## config.mk

```make
export PLATFORM = sky130hd
export DESIGN_NAME = xor_cipher_ctrl_flat
export DESIGN_NICKNAME = d
export VERILOG_FILES = /design/src/rtl/xor_cipher_ctrl_if.sv /design/src/rtl/xor_cipher_ctrl.sv /design/src/flat_wrapper.sv
export SDC_FILE = /design/constraint.sdc
export NUM_CORES = 1
export LEC_CHECK = 0
export ABC_AREA = 0
export ABC_CLOCK_PERIOD_IN_PS = 2900
export CORE_UTILIZATION = 45
export CTS_BUF_LIST = sky130_fd_sc_hd__clkbuf_8
export DETAILED_ROUTE_END_ITERATION = 7
export GPL_TIMING_DRIVEN = 1
export PLACE_DENSITY_LB_ADDON = 0.15
export SYNTH_ARGS = -nofsm -noshare
export SYNTH_HDL_FRONTEND = slang
export SYNTH_SLANG_ARGS = --single-unit
```

## constraint.sdc

```tcl
create_clock -name clk -period 2.9 [get_ports clk]
set_clock_uncertainty 0.15 [all_clocks]
set_input_delay 0.87 -clock clk [delete_from_list [all_inputs] [get_ports clk]]
set_output_delay 0.87 -clock clk [all_outputs]
set_load 0.02 [all_outputs]
```

## src/rtl/xor_cipher_ctrl_if.sv

```systemverilog
// Handshake and datapath bundle between the pin side, the controller and the key assembler.
// The master side drives pins and assembler feedback; the slave side is the controller.
interface xor_cipher_ctrl_if #(
  parameter int unsigned KEY_SIZE = 4,
  parameter int unsigned MSG_SIZE = 8
);
  logic                start;
  logic                reuse_key;
  logic [KEY_SIZE-1:0] key;
  logic                key_valid;
  logic                key_ready;
  logic                en;
  logic                assemble;
  logic [KEY_SIZE-1:0] asm_key;
  logic [MSG_SIZE-1:0] key_assembled;
  logic                assembled;
  logic [MSG_SIZE-1:0] msg;
  logic                msg_valid;
  logic                msg_ready;
  logic [MSG_SIZE-1:0] cipher;
  logic                valid;
  logic                out_ready;
  logic                busy;
  logic                key_loaded;
  logic                error;

  modport master (
    output start, reuse_key, key, key_valid, key_assembled, assembled, msg, msg_valid,
           out_ready,
    input  key_ready, en, assemble, asm_key, msg_ready, cipher, valid, busy, key_loaded, error
  );

  modport slave (
    input  start, reuse_key, key, key_valid, key_assembled, assembled, msg, msg_valid,
           out_ready,
    output key_ready, en, assemble, asm_key, msg_ready, cipher, valid, busy, key_loaded, error
  );
endinterface

```

## src/rtl/xor_cipher_ctrl.sv

```systemverilog
// Sequencer for the key assembler and the XOR stage: loads key beats, latches the assembled
// key, then XORs one message word per transaction behind a valid/ready output.
module xor_cipher_ctrl #(
  parameter int unsigned KEY_SIZE = 4,
  parameter int unsigned MSG_SIZE = 8,
  parameter int unsigned TIMEOUT  = 15
) (
  input logic              clk,
  input logic              rst_n,
  xor_cipher_ctrl_if.slave bus
);
  localparam int unsigned N    = MSG_SIZE / KEY_SIZE;
  localparam int unsigned CntW = $clog2(N + 1);
  localparam int unsigned TmoW = $clog2(TIMEOUT + 1);

  typedef enum logic [2:0] {StIdle, StLoadKey, StWaitAsm, StWaitMsg, StOutput} state_e;

  state_e              state_q, state_d;
  logic [CntW-1:0]     beat_q, beat_d;
  logic [TmoW-1:0]     tmo_q, tmo_d;
  logic [MSG_SIZE-1:0] key_q, key_d;
  logic [MSG_SIZE-1:0] cipher_q, cipher_d;
  logic                loaded_q, loaded_d;
  logic                valid_q, valid_d;
  logic                error_q, error_d;

  always_ff @(posedge clk or negedge rst_n) begin
    if (!rst_n) begin
      state_q  <= StIdle;
      beat_q   <= '0;
      tmo_q    <= '0;
      key_q    <= '0;
      cipher_q <= '0;
      loaded_q <= 1'b0;
      valid_q  <= 1'b0;
      error_q  <= 1'b0;
    end else begin
      state_q  <= state_d;
      beat_q   <= beat_d;
      tmo_q    <= tmo_d;
      key_q    <= key_d;
      cipher_q <= cipher_d;
      loaded_q <= loaded_d;
      valid_q  <= valid_d;
      error_q  <= error_d;
    end
  end

  always_comb begin
    state_d       = state_q;
    beat_d        = beat_q;
    tmo_d         = tmo_q;
    key_d         = key_q;
    cipher_d      = cipher_q;
    loaded_d      = loaded_q;
    valid_d       = valid_q;
    error_d       = 1'b0;
    bus.key_ready = 1'b0;
    bus.en        = 1'b0;
    bus.assemble  = 1'b0;
    bus.asm_key   = '0;
    bus.msg_ready = 1'b0;

    unique case (state_q)
      StIdle: begin
        if (bus.start) begin
          if (bus.reuse_key && loaded_q) begin
            state_d = StWaitMsg;
          end else begin
            state_d  = StLoadKey;
            loaded_d = 1'b0;
            beat_d   = '0;
          end
        end
      end
      StLoadKey: begin
        // Assembler only advances on cycles carrying a real beat.
        bus.key_ready = 1'b1;
        bus.en        = bus.key_valid;
        bus.assemble  = bus.key_valid;
        bus.asm_key   = bus.key;
        if (bus.key_valid) begin
          beat_d = beat_q + CntW'(1);
          if (beat_q == CntW'(N - 1)) begin
            state_d = StWaitAsm;
            tmo_d   = '0;
          end
        end
      end
      StWaitAsm: begin
        bus.en       = 1'b1;
        bus.assemble = 1'b1;
        if (bus.assembled) begin
          key_d    = bus.key_assembled;
          loaded_d = 1'b1;
          state_d  = StWaitMsg;
        end else if (tmo_q == TmoW'(TIMEOUT - 1)) begin
          error_d  = 1'b1;
          loaded_d = 1'b0;
          state_d  = StIdle;
        end else begin
          tmo_d = tmo_q + TmoW'(1);
        end
      end
      StWaitMsg: begin
        // en low here lets the assembler self-clear.
        bus.msg_ready = 1'b1;
        if (bus.msg_valid) begin
          cipher_d = bus.msg ^ key_q;
          valid_d  = 1'b1;
          state_d  = StOutput;
        end
      end
      StOutput: begin
        if (bus.out_ready) begin
          valid_d = 1'b0;
          state_d = StIdle;
        end
      end
      default: state_d = StIdle;
    endcase
  end

  assign bus.busy       = (state_q != StIdle);
  assign bus.cipher     = cipher_q;
  assign bus.valid      = valid_q;
  assign bus.key_loaded = loaded_q;
  assign bus.error      = error_q;
endmodule
```

## src/flat_wrapper.sv

```systemverilog
// flat-port wrapper written by rule: the top's interface ports become plain ports
module xor_cipher_ctrl_flat 
#(
  parameter int unsigned KEY_SIZE = 4,
  parameter int unsigned MSG_SIZE = 8,
  parameter int unsigned TIMEOUT  = 15
)
  (clk, rst_n, bus_start, bus_reuse_key, bus_key, bus_key_valid, bus_key_assembled, bus_assembled, bus_msg, bus_msg_valid, bus_out_ready, bus_key_ready, bus_en, bus_assemble, bus_asm_key, bus_msg_ready, bus_cipher, bus_valid, bus_busy, bus_key_loaded, bus_error);
  xor_cipher_ctrl_if #(.KEY_SIZE(KEY_SIZE), .MSG_SIZE(MSG_SIZE)) bus_i ();
  input logic clk;
  input logic rst_n;
  input wire logic [$bits(bus_i.start)-1:0] bus_start;
  input wire logic [$bits(bus_i.reuse_key)-1:0] bus_reuse_key;
  input wire logic [$bits(bus_i.key)-1:0] bus_key;
  input wire logic [$bits(bus_i.key_valid)-1:0] bus_key_valid;
  input wire logic [$bits(bus_i.key_assembled)-1:0] bus_key_assembled;
  input wire logic [$bits(bus_i.assembled)-1:0] bus_assembled;
  input wire logic [$bits(bus_i.msg)-1:0] bus_msg;
  input wire logic [$bits(bus_i.msg_valid)-1:0] bus_msg_valid;
  input wire logic [$bits(bus_i.out_ready)-1:0] bus_out_ready;
  output wire logic [$bits(bus_i.key_ready)-1:0] bus_key_ready;
  output wire logic [$bits(bus_i.en)-1:0] bus_en;
  output wire logic [$bits(bus_i.assemble)-1:0] bus_assemble;
  output wire logic [$bits(bus_i.asm_key)-1:0] bus_asm_key;
  output wire logic [$bits(bus_i.msg_ready)-1:0] bus_msg_ready;
  output wire logic [$bits(bus_i.cipher)-1:0] bus_cipher;
  output wire logic [$bits(bus_i.valid)-1:0] bus_valid;
  output wire logic [$bits(bus_i.busy)-1:0] bus_busy;
  output wire logic [$bits(bus_i.key_loaded)-1:0] bus_key_loaded;
  output wire logic [$bits(bus_i.error)-1:0] bus_error;
  assign bus_i.start = bus_start;
  assign bus_i.reuse_key = bus_reuse_key;
  assign bus_i.key = bus_key;
  assign bus_i.key_valid = bus_key_valid;
  assign bus_i.key_assembled = bus_key_assembled;
  assign bus_i.assembled = bus_assembled;
  assign bus_i.msg = bus_msg;
  assign bus_i.msg_valid = bus_msg_valid;
  assign bus_i.out_ready = bus_out_ready;
  assign bus_key_ready = bus_i.key_ready;
  assign bus_en = bus_i.en;
  assign bus_assemble = bus_i.assemble;
  assign bus_asm_key = bus_i.asm_key;
  assign bus_msg_ready = bus_i.msg_ready;
  assign bus_cipher = bus_i.cipher;
  assign bus_valid = bus_i.valid;
  assign bus_busy = bus_i.busy;
  assign bus_key_loaded = bus_i.key_loaded;
  assign bus_error = bus_i.error;
  xor_cipher_ctrl #(.KEY_SIZE(KEY_SIZE), .MSG_SIZE(MSG_SIZE), .TIMEOUT(TIMEOUT)) u_core (.clk(clk), .rst_n(rst_n), .bus(bus_i));
endmodule
```

[Yosys cells after proc, flatten, opt, wreduce, memory -nomap -nowiden]
Cells that the tools add are included.
Storage, ports and cells
  register bits after elaboration: 28
  output and inout port bits: 20
Operators by class
  add/subtract/negate cells: 2
  mux-type cells: 33
  bitwise operators: 1
  reductions and logical operators: 14
  equality and inequality tests: 15
Operators by type and width (count)
  3-bit two-way mux: 7
  4-bit two-way mux: 5
  3-bit one-hot mux with 5 select lines: 1
  2-bit != test (second input constant): 7
  1-bit two-way mux: 11
  2-bit two-way mux: 4
  4-bit one-hot mux with 2 select lines: 1
  4-bit AND reduction: 2
  2-bit nonzero test: 4
  8-bit bitwise XOR: 1
  3-bit by 2-bit == test with 1-bit output (second input constant): 2
  1-bit one-hot mux with 2 select lines: 3
  6-bit AND reduction: 1
  5-bit AND reduction: 1
  4-bit by 1-bit adder with 4-bit output (second input constant): 1
  4-bit == test (second input constant): 1
  2-bit one-hot mux with 2 select lines: 1
  2-bit AND reduction: 2
  3-bit by 1-bit == test with 1-bit output (second input constant): 1
  3-bit == test (second input constant): 1
  3-bit zero test: 1
  3-bit by 2-bit != test with 1-bit output (second input constant): 1
  3-bit AND reduction: 1
  3-bit nonzero test: 1
  other kinds (4): 4

[Logic depth before layout (Yosys ltp)]
Gate-level depths: netlist of run 1.
  word-level depth: 4
  depth in mapped cells: 5

[Worst setup path after synthesis of run 1]
Ideal clock, no wire load.
  path kind: register -> output
  from: register u_core.state_q[2]
  to: output bus_en
  buffers on the path: 2
  slack: 485 ps
  cell stages (with the launch flop): 6
  arrival: 1395 ps
  path through: dfrtp_1 > buf_4 > nor3b_4 > nand2_1 > nand2b_1 > buf_4
Between the ends
  longest elaborated chain between the ends: 2
  elaborated cells on any way between the ends: 3
Ends and longest elaborated chain
  start, declared: RTL line xor_cipher_ctrl.sv:18  | state_e state_q, state_d;
  start signal, assigned: RTL line xor_cipher_ctrl.sv:29  | state_q <= StIdle;
  start signal, assigned: RTL line xor_cipher_ctrl.sv:38  | state_q <= state_d;
  3-bit by 2-bit == test with 1-bit output or 3-bit by 1-bit == test with 1-bit output (tied branches)
  1-bit one-hot mux with 2 select lines (*)
  end, declared: RTL line flat_wrapper.sv:22  | output wire logic [$bits(bus_i.en)-1:0] bus_en;
Mark *: on every way between the ends. The rest lies on a longest branch, timed or not.

[Worst setup path in the final report of run 1]
  from: input bus_key_valid
  to: output bus_assemble
Between the ends
  longest elaborated chain between the ends: 1
Ends and longest elaborated chain
  start, declared: RTL line flat_wrapper.sv:15  | input wire logic [$bits(bus_i.key_valid)-1:0] bus_key_valid;
  1-bit one-hot mux with 2 select lines: RTL line xor_cipher_ctrl.sv:64  | unique case (state_q)
  end, declared: RTL line flat_wrapper.sv:23  | output wire logic [$bits(bus_i.assemble)-1:0] bus_assemble;
Every way passes these cells.

==> results of run 1 <==
==> flip-flops by register name (all words and copies together), names as in the netlist <==
| signal | count |
|---|---|
| u_core.bus.error | 1 |
| u_core.state_q | 3 |
| u_core.bus.cipher | 8 |
| u_core.beat_q | 2 |
| u_core.tmo_q | 4 |
| u_core.bus.key_loaded | 1 |
| u_core.bus.valid | 1 |
| u_core.key_q | 8 |
==> path summary, 6_finish.rpt <==
check	end	cells after the start	from	slack, ns
setup / recovery	bus_assemble	4	bus_key_valid	0.06
hold / removal	u_core.bus.cipher[4]	2	u_core.bus.cipher[4]	0.33
setup reg to reg	u_core.key_q[3]	3	u_core.state_q[0]	1.30
hold reg to reg	u_core.bus.cipher[4]	2	u_core.bus.cipher[4]	0.33
max in group asynchronous	u_core.state_q[2]	2	rst_n	1.51
min in group asynchronous	u_core.bus.cipher[1]	2	rst_n	0.81
==> logic make-up after synthesis <==
family	synth area share, %
and+or+nand+nor	16.51
AOI/OAI and AO/OA	14.29
DFF	47.90
buffers and inverters	5.047
muxes	8.897
xor gates and xnor gates	4.791
adders and majority gates	2.567
==> tightest hold or removal path: cells and delay by family (launching register included) <==
family             cells  cell delay [ns]
DFF                    1             0.35
AOI/OAI and AO/OA      1             0.06
and+or+nand+nor        1             0.04
==> metal layers <==
layer  vias to the layer above  GRT usage (%)
li1                        552              -
met1                       541          22.27
met2                        41          33.44
met3                         5          4.367
met4                         0          7.483
met5                         -              0
==> area by class of cell <==
class	count	area (um2)	area share, %
flip-flops and latches	28	701.9	34.23
multi-input cells	89	688.2	33.56
repair buffers	53	515.5	25.14
well taps	44	55.05	2.685
clock buffers	3	41.29	2.013
clock inverters	1	30.03	1.464
inverters	5	18.77	0.9152
==> cell usage after synthesis (2+ instances only) <==
cell / count / area [um2]
sky130_fd_sc_hd__nand3_1: 4 / 20.02
sky130_fd_sc_hd__nand2b_1: 3 / 18.77
sky130_fd_sc_hd__mux2_4: 8 / 120.1
sky130_fd_sc_hd__o21ai_1: 2 / 10.01
sky130_fd_sc_hd__o21ai_0: 8 / 40.04
sky130_fd_sc_hd__nor2_1: 4 / 15.01
sky130_fd_sc_hd__nor2b_1: 2 / 12.51
sky130_fd_sc_hd__ha_1: 3 / 37.54
sky130_fd_sc_hd__buf_6: 2 / 22.52
sky130_fd_sc_hd__a31oi_1: 3 / 18.77
sky130_fd_sc_hd__nand3b_1: 2 / 15.01
sky130_fd_sc_hd__xnor2_1: 8 / 70.07
sky130_fd_sc_hd__a21oi_1: 2 / 10.01
sky130_fd_sc_hd__inv_1: 5 / 18.77
sky130_fd_sc_hd__nand2_1: 13 / 48.80
sky130_fd_sc_hd__dfrtp_1: 28 / 700.7
sky130_fd_sc_hd__buf_4: 3 / 22.52
sky130_fd_sc_hd__buf_2: 2 / 10.01
sky130_fd_sc_hd__and2_1: 4 / 25.02
sky130_fd_sc_hd__a22o_1: 2 / 17.52
==> per-stage QoR <==
| step | util, % | std cells | total power, W |
|---|---|---|---|
| 2_1_floorplan | - | 129 | 0.001442 |
| 3_3_place_gp | 64.27 | 219 | 0.001780 |
| 3_5_place_dp | 64.27 | 219 | 0.001819 |
| 4_1_cts | 66.34 | 223 | 0.002103 |
| 5_1_grt | 66.63 | 223 | 0.002237 |
| 6_report | 66.63 | 223 | 0.002084 |
==> power groups by stage <==
stage	registers [W]	logic, W	clock network, W
after floorplan	0.000756	0.000686	0
after global placement	0.000707	0.00107	0
after detailed placement	0.000724	0.00110	0
after CTS	0.000716	0.00107	0.000313
after global routing	0.000741	0.00117	0.000326
final	0.000714	0.00106	0.000305
==> repair_timing <==
item | 4_1_cts | 5_1_grt
endpoints found under the setup margin | 6 | 4
hold buffers | 0 | 0
resized for setup | 6 | 5
==> implementation parameters, run 1 <==
Parameter                              Value

CTS
  Bufs on Longest Clock Path    2
  Number of levels in the clock H-tree    1
  Clock transition at the registers of the reported paths    0.09 ns
  CTS buffer count    3
  Clock Latency Late Sink    0.28 ns
  Clock Root Buffer    sky130_fd_sc_hd__clkbuf_8
  Total number of clock tree sinks    28
  Buffers inserted by post-CTS timing repair    0
  Clock tree from TritonCTS    built

Power and ir drop
  Reg power frac    34.3%
  Net Sw Power    0.0007631 W
  Internal cell power    0.001321 W
  Clock network fraction of design power    14.7%
  Switching part of the total    36.62%
  Power density cells    1016 nW/um2
  P_leak    0.9101 nW
  Combinational fraction of design power    51.1%
  VDD IR-drop max    0.4715 mV

Detailed routing
  Violation count after the first detailed-route iteration    42
  Wire length on met3    209 um
  Met1 WL    1235 um
  Wire length per cell    12.98 um
  Vias after detailed routing    1,139
  Residual DRC count    0
  Routed met2 length    1413 um
  Detailed Routing Iterations Pass 1    4
  Post-Route WL    2895 um
  Antenna-violating nets left    0
  Top layer in use    met4
  Vias per inst    5.108

Placed design
  Dpl ws    -0.2448 ns
  Routability-driven placement congestion ratio    0.7468
  DP Area    1978 um2
  Total half-perimeter wirelength after legalization and detailed placement    2199 um
  Number of buffers inserted by port buffering    47

STA
  Worst slew pin tran    0.3592 ns
  Hold violation total from the final report    0
  Final number of max-transition violations    0
  Final worst path period share    97.80%
  # setup viols final    0
  PnR worst setup slack    0.06390 ns
  Maximum frequency from static timing analysis    352.6 MHz
  Worst hold-check slack    0.3339 ns
  RSZ-0062 raised after global routing    no
  Slew Limit Headroom    75.95%
  Fin crit period    2.836 ns
  Aggregate negative setup slack    0 ns

Floorplanning
  Std-Cell Rows    20
  Top Ports    48
  Std-Cell Core Area    3078 um2
  Die span in y    59.01 um
  Initial standard-cell utilization of the core    47.52%
  Die outline area    3482 um2
  Horizontal die dimension    59.01 um

Critical path
  Gate family responsible for the most delay along the worst path    buffers and inverters
  Data arrival time of the critical path    1.82 ns
  Worst-path fanout max    2
  Critical Path Sink Type    output port
  CP Class    primary input to output port
  Type of element launching the critical path    primary input
  Crit path buffers/inverters    2
  Worst EP required    1.88 ns
  Crit-path slowest cell    sky130_fd_sc_hd__clkdlybuf4s50_1
  Crit path cell chain    clkdlybuf4s50_1 > nand2_1 > nand2b_1 > clkdlybuf4s15_1
  Critical Path Max Stage Delay    0.48 ns

GRT
  Global Route Usage Sum    18.95%
  Global-route wire length before repair    4871 um
  Number of antenna violations at the first check in global routing    0
  Number of global-route vias before repair    1,075
  Overflow after GRT    0
  Maximum number of pins on one net before global-route repair    29

Logic synthesis
  Yosys cell types    41
  Synth warn    0
  Cell count after synthesis    129
  #FFs+latches synth    28
  Average cell area after synthesis    11.34 um2
  Flip-flop cell with the highest count after synthesis    sky130_fd_sc_hd__dfrtp_1
  Proportion of synthesized chip area in sequential cells    47.90%
  Post-synthesis cell area    1463 um2
  FFs w/ async S/R, synth    100.0%
  Post-synth net total    160
  Post-synth EDFFs    0

Hold path
  Path category of the worst min-delay check    flip-flop to flip-flop

Cells and area
  Count of nets after finishing    211
  Highest-count cells in the layout ignoring fill and taps    sky130_fd_sc_hd__clkdlybuf4s50_1 (39), sky130_fd_sc_hd__dfrtp_1 (27), sky130_fd_sc_hd__nand2_1 (13)
  Area overhead of the layout relative to synthesis    40.21%
  Share of cells above drive strength 1    13.97%
  Final-layout fill cell count    245
  Layout Cell Area excl Fill    2051 um2
  Most frequent standard cell in the layout excluding fill and tap cells    sky130_fd_sc_hd__clkdlybuf4s50_1
  Total inserted antenna cells    0

Run
  Number of max-cap violations    0

Status
  Status    completed
Power figures use the tool's default switching activity.
==> inputs of run 2 (changes only) <==
--- a/config.mk
+++ b/config.mk
@@ -6,7 +6,7 @@
 export NUM_CORES = 1
 export LEC_CHECK = 0
 export ABC_AREA = 0
-export ABC_CLOCK_PERIOD_IN_PS = 2900
+export ABC_CLOCK_PERIOD_IN_PS = 2800
 export CORE_UTILIZATION = 45
 export CTS_BUF_LIST = sky130_fd_sc_hd__clkbuf_8
 export DETAILED_ROUTE_END_ITERATION = 7
==> constraint.sdc (replaced) <==
create_clock -name clk -period 2.8 [get_ports clk]
set_clock_uncertainty 0.15 [all_clocks]
set_input_delay 0.84 -clock clk [delete_from_list [all_inputs] [get_ports clk]]
set_output_delay 0.84 -clock clk [all_outputs]
set_load 0.02 [all_outputs]
==> run 2 against run 1 <==
Combinational power is 8% higher. First-iteration DRC count is 2.4% lower. Clock-buffer cell count unchanged. Critical endpoint is now bus_key_ready. Largest cell class unchanged. Highest routed layer unchanged.
==> implementation parameters, run 2 (synthesis results as in run 1) <==
Parameter                              Value

Placed design
  Total half-perimeter wirelength after legalization and detailed placement    2200 um
  Routability-driven placement congestion ratio    0.7366
  Number of buffers inserted by port buffering    47

STA
  RSZ-0062 raised after global routing    no
  Worst slew pin tran    0.3783 ns
  Worst hold-check slack    0.3370 ns
  # setup viols final    0
  Final number of max-transition violations    0
  Aggregate negative setup slack    0 ns
  Hold violation total from the final report    0
  Slew Limit Headroom    74.68%
  Fin crit period    2.723 ns
  Final worst path period share    97.24%
  Maximum frequency from static timing analysis    367.3 MHz

Hold path
  Hold Path Depth    2
  Worst hold endpoint    u_core.bus.cipher[1]
  Worst hold path startpoint    u_core.bus.cipher[1]
  Path category of the worst min-delay check    flip-flop to flip-flop

Floorplanning
  Horizontal die dimension    59.01 um
  Initial standard-cell utilization of the core    47.52%
  Std-Cell Rows    20
  Die outline area    3482 um2
  Top Ports    48
  Std-Cell Core Area    3078 um2
  Die span in y    59.01 um

Detailed routing
  Post-Route WL    2967 um
  Vias per inst    5.031
  Residual DRC count    0
  Violation count after the first detailed-route iteration    41
  Antenna-violating nets left    0
  Detailed Routing Iterations Pass 1    4
  Wire length per cell    13.07 um
  Vias after detailed routing    1,142

Power and ir drop
  Net Sw Power    0.0008089 W
  Combinational fraction of design power    52.2%
  P_leak    0.9267 nW
  Switching part of the total    36.77%
  Reg power frac    33.1%
  Internal cell power    0.001391 W
  Power density cells    1065 nW/um2
  VDD IR-drop max    0.4556 mV
  Clock network fraction of design power    14.7%

CTS
  CTS buffer count    3
  Total number of clock tree sinks    28
  Clock transition at the registers of the reported paths    0.10 ns
  Bufs on Longest Clock Path    2
  Number of levels in the clock H-tree    1
  Clock Latency Late Sink    0.28 ns
  Clock tree from TritonCTS    built
  Post-cts hold buffer count    0
  Clock Root Buffer    sky130_fd_sc_hd__clkbuf_8

Critical path
  Data arrival time of the critical path    1.73 ns
  CP Class    flip-flop to output port
  Worst-path fanout max    6
  Flop-to-flop setup slack    1.00 ns
  End of the worst register-to-register path    u_core.key_q[5]
  Critical Path Source    u_core.state_q[0]
  Reg2reg path depth    5
  Type of element launching the critical path    flip-flop
  Critical Path Sink Type    output port
  R2r startpoint    u_core.state_q[1]
  Worst EP required    1.81 ns

Cells and area
  Total inserted antenna cells    0
  Most frequent standard cell in the layout excluding fill and tap cells    sky130_fd_sc_hd__clkdlybuf4s50_1
  Count of nets after finishing    215
  Share of cells above drive strength 1    16.39%
  Area overhead of the layout relative to synthesis    41.23%
  Highest-count cells in the layout ignoring fill and taps    sky130_fd_sc_hd__clkdlybuf4s50_1 (39), sky130_fd_sc_hd__dfrtp_1 (28), sky130_fd_sc_hd__nand2_1 (13), sky130_fd_sc_hd__buf_4 (10)

GRT
  Number of antenna violations at the first check in global routing    0
  Maximum number of pins on one net before global-route repair    29
  Number of global-route vias before repair    1,087
  Overflow after GRT    0
  Global-route wire length before repair    4830 um
  Global Route Usage Sum    18.70%

Status
  Status    completed

Run
  Number of max-cap violations    0
==> run 2: final cells by class <==
cell class	instances	area, um2
clock buffer	3	41.29
clock inverter	1	30.03
fill	255	1012
inverter	5	18.77
multi-input combinational	89	688.2
sequential	28	700.7
tap	44	55.05
timing repair buffer	57	531.8
==> run 2: routing by layer <==
layer  track usage [%]  share of wire (%)  up-vias
li1                  -                  -      561
met1             22.76                 45      538
met2             31.66                 48       38
met3             4.367                5.5        5
met4             8.163                1.6        0
met5                 0                  0        -
==> run 2: worst max path at each step <==
| stage | slack (ns) | cells past startpoint | end |
|---|---|---|---|
| after floorplan | 0.41 | 5 | bus_en |
| after global placement | -0.27 | 4 | bus_assemble |
| after detailed placement | -0.29 | 4 | bus_assemble |
| after CTS | 0.003 | 4 | bus_assemble |
| after global routing | 0.03 | 2 | bus_key_ready |
| final | 0.08 | 2 | bus_key_ready |
==> run 2: worst max-delay path, stage by stage, from the launching register on <==
cell,delay [ns]
sky130_fd_sc_hd__dfrtp_1,0.45
sky130_fd_sc_hd__nor3b_4,0.34
sky130_fd_sc_hd__clkdlybuf4s50_1,0.66
==> run 2: power groups by stage <==
stage / sequential, W / clock, W / combinational [W]
after CTS: 0.000731 / 0.000331 / 0.00113
after detailed placement: 0.000739 / 0 / 0.00116
after floorplan: 0.000783 / 0 / 0.000711
after global routing: 0.000757 / 0.000342 / 0.00124
after global placement: 0.000724 / 0 / 0.00113
final: 0.000729 / 0.000323 / 0.00115
==> run 2: through the flow <==
stage | worst slack (ns) | total power [W] | utilization, % | cells | cell area, um2
2_1_floorplan | 0.4148 | 0.001494 | - | 129 | 1463
3_3_place_gp | -0.2731 | 0.001855 | 64.51 | 220 | 1986
3_5_place_dp | -0.2933 | 0.001897 | 64.51 | 220 | 1986
4_1_cts | 0.003163 | 0.002196 | 66.63 | 224 | 2051
5_1_grt | 0.03253 | 0.002342 | 67.11 | 227 | 2066
6_report | 0.07731 | 0.002200 | 67.11 | 227 | 2066
==> run 2: repair_timing <==
action                     CTS  global route
resized for setup            9             3
setup buffers                0             3
setup endpoints to repair    7             4
==> inputs of run 3 (changes only) <==
--- a/config.mk
+++ b/config.mk
@@ -7,11 +7,12 @@
 export LEC_CHECK = 0
 export ABC_AREA = 0
 export ABC_CLOCK_PERIOD_IN_PS = 2800
-export CORE_UTILIZATION = 45
+export CORE_UTILIZATION = 40
 export CTS_BUF_LIST = sky130_fd_sc_hd__clkbuf_8
 export DETAILED_ROUTE_END_ITERATION = 7
 export GPL_TIMING_DRIVEN = 1
 export PLACE_DENSITY_LB_ADDON = 0.15
+export SETUP_SLACK_MARGIN = 0.05
 export SYNTH_ARGS = -nofsm -noshare
 export SYNTH_HDL_FRONTEND = slang
 export SYNTH_SLANG_ARGS = --single-unit
==> run 3 against run 2 <==
Sequential share of layout area up 0.27 points. Largest power group unchanged. Non-clock buffer count down 1. Routed wire length up 6.2%. Register-to-register slack better by 0.15 ns. Global-route usage down 1.5 points. Worst setup slack worse by 0.013 ns. Flip-flop and latch count unchanged. Critical endpoint is now bus_asm_key[2]. Total power down 0.66%.
==> implementation parameters, run 3 (synthesis results as in run 1) <==
Parameter                              Value

Power and ir drop
  Power density cells    1062 nW/um2
  Clock network fraction of design power    14.7%
  Net Sw Power    0.0008101 W
  Switching part of the total    37.07%
  Internal cell power    0.001375 W
  P_leak    0.8999 nW
  Post-layout power    0.002185 W
  VDD IR-drop max    0.4106 mV
  Reg power frac    34.3%
  Combinational fraction of design power    51.0%

Detailed routing
  Routed met2 length    1584 um
  Violation count after the first detailed-route iteration    62
  Wire length on met3    194 um
  Wire length per cell    13.82 um
  Residual DRC count    0
  Post-Route WL    3150 um
  Detailed Routing Iterations Pass 1    4
  Met1 WL    1322 um
  Vias after detailed routing    1,145
  Vias per inst    5.022
  Antenna-violating nets left    0
  Top layer in use    met4

Hold path
  Worst hold endpoint    u_core.bus.cipher[3]
  Worst hold path startpoint    u_core.bus.cipher[3]
  Path category of the worst min-delay check    flip-flop to flip-flop
  Hold Path Depth    2

CTS
  Clock tree from TritonCTS    built
  Number of levels in the clock H-tree    1
  Clock Root Buffer    sky130_fd_sc_hd__clkbuf_8
  Clock transition at the registers of the reported paths    0.09 ns
  Clock Latency Late Sink    0.28 ns
  Bufs on Longest Clock Path    2
  CTS buffer count    3
  Buffers inserted by post-CTS timing repair    0
  Total number of clock tree sinks    28

Placed design
  Dpl ws    -0.3117 ns
  DP Area    2003 um2
  Routability-driven placement congestion ratio    0.8364
  Total half-perimeter wirelength after legalization and detailed placement    2348 um
  Number of buffers inserted by port buffering    47

Cells and area
  Multi-input gate area    688.2 um2
  Sequential Area    703.2 um2
  Share of cells above drive strength 1    17.58%
  Total inserted antenna cells    0
  Final-layout fill cell count    301
  Layout Cell Area excl Fill    2057 um2
  Final core area utilization    60.22%
  Count of nets after finishing    214
  Most frequent standard cell in the layout excluding fill and tap cells    sky130_fd_sc_hd__clkdlybuf4s50_1
  Area overhead of the layout relative to synthesis    40.63%
  Highest-count cells in the layout ignoring fill and taps    sky130_fd_sc_hd__clkdlybuf4s50_1 (39), sky130_fd_sc_hd__dfrtp_1 (26), sky130_fd_sc_hd__nand2_1 (13), sky130_fd_sc_hd__buf_4 (9)

GRT
  Global-route wire length before repair    5319 um
  Overflow after GRT    0
  Number of antenna violations at the first check in global routing    0
  Number of global-route vias before repair    1,185
  Global Route Usage Sum    17.16%
  Maximum number of pins on one net before global-route repair    29

Floorplanning
  Top Ports    48
  Die outline area    3903 um2
  Initial standard-cell utilization of the core    42.82%
  Std-Cell Core Area    3416 um2
  Die span in y    62.47 um
  Horizontal die dimension    62.47 um
  Std-Cell Rows    21

STA
  Hold violation total from the final report    0
  Fin crit period    2.735 ns
  Final worst path period share    97.69%
  RSZ-0062 raised after global routing    no
  # setup viols final    0
  Slew Limit Headroom    75.13%
  Maximum frequency from static timing analysis    365.6 MHz
  Final number of max-transition violations    0
  Worst slew pin tran    0.3715 ns
  PnR worst setup slack    0.06472 ns
  Aggregate negative setup slack    0 ns

Critical path
  Gate family responsible for the most delay along the worst path    buffers and inverters
  Reg2reg path depth    4
  Critical Path Max Stage Delay    0.46 ns
  Crit-path slowest cell    sky130_fd_sc_hd__clkdlybuf4s50_1
  Worst EP required    1.81 ns
  Flop-to-flop setup slack    1.15 ns
  Worst-path fanout max    1
  Number of cells on the critical path    3
  Type of element launching the critical path    primary input
  R2r startpoint    u_core.state_q[0]
  Data arrival time of the critical path    1.75 ns
  CP Class    primary input to output port
  End of the worst register-to-register path    u_core.tmo_q[2]
  Critical Path Sink Type    output port
  Crit path buffers/inverters    2
  Crit path cell chain    clkdlybuf4s50_1 > and2_1 > dlygate4sd2_1

Status
  Status    completed

Run
  Number of max-cap violations    0
-- run 3: cell types whose count changed in the layout (fill, tap and decap cells not counted), sizes merged --
cell | before | now
buf | 10 | 11
clkbuf | 5 | 4
clkdlybuf4s15 | 0 | 1
dlygate4sd2 | 5 | 4
dlymetal6s2s | 1 | 0
-- run 3: cell type report --
class,instances,share of cell area (%)
flip-flops and latches,28,34.18
multi-input cells,89,33.46
repair buffers,56,25.18
well taps,46,2.798
clock buffers,3,2.007
clock inverters,1,1.460
inverters,5,0.9124
-- run 3: repair_timing --
action	4_1_cts	5_1_grt
pin swaps	0	0
gates resized for setup	15	4
hold buffers	0	0
setup endpoints to repair	8	3
-- run 3: metrics by stage --
stage	instances	hold slack, ns
floorplan	129	0.3032
global placement	224	0.3130
detailed placement	224	0.3232
CTS	228	0.3432
global route	228	0.3658
finish	228	0.3378
-- run 3: worst register-to-register path, delay by kind of cell, from the launching register on --
family | cells | cell delay (ns)
DFF | 1 | 0.46
and+or+nand+nor | 1 | 0.41
buffers and inverters | 1 | 0.18
AOI/OAI and AO/OA | 2 | 0.34
-- run 3: metal layers --
| layer | vias up | global-route usage [%] |
|---|---|---|
| met2 | 43 | 30.57 |
| li1 | 559 | - |
| met3 | 4 | 4.015 |
| met1 | 539 | 19.91 |
| met5 | - | 0 |
| met4 | 0 | 6.105 |
-- run 3: power by group through the flow --
| stage | Combinational [W] | Clock, W | Sequential, W |
|---|---|---|---|
| after CTS | 0.00113 | 0.000334 | 0.000745 |
| after detailed placement | 0.00116 | 0 | 0.000753 |
| after global placement | 0.00113 | 0 | 0.000738 |
| after global routing | 0.00121 | 0.000343 | 0.000776 |
| after floorplan | 0.000711 | 0 | 0.000783 |
| final | 0.00111 | 0.000321 | 0.000751 |
-- run 3: how the worst max path moves through the flow --
| stage | from | to | slack [ns] |
|---|---|---|---|
| after detailed placement | bus_key_valid | bus_assemble | -0.31 |
| after floorplan | u_core.state_q[2] | bus_en | 0.41 |
| after global placement | bus_key_valid | bus_assemble | -0.27 |
| after global routing | bus_key[2] | bus_asm_key[2] | 0.05 |
| final | bus_key[2] | bus_asm_key[2] | 0.06 |
| after CTS | bus_key[2] | bus_asm_key[2] | 0.05 |
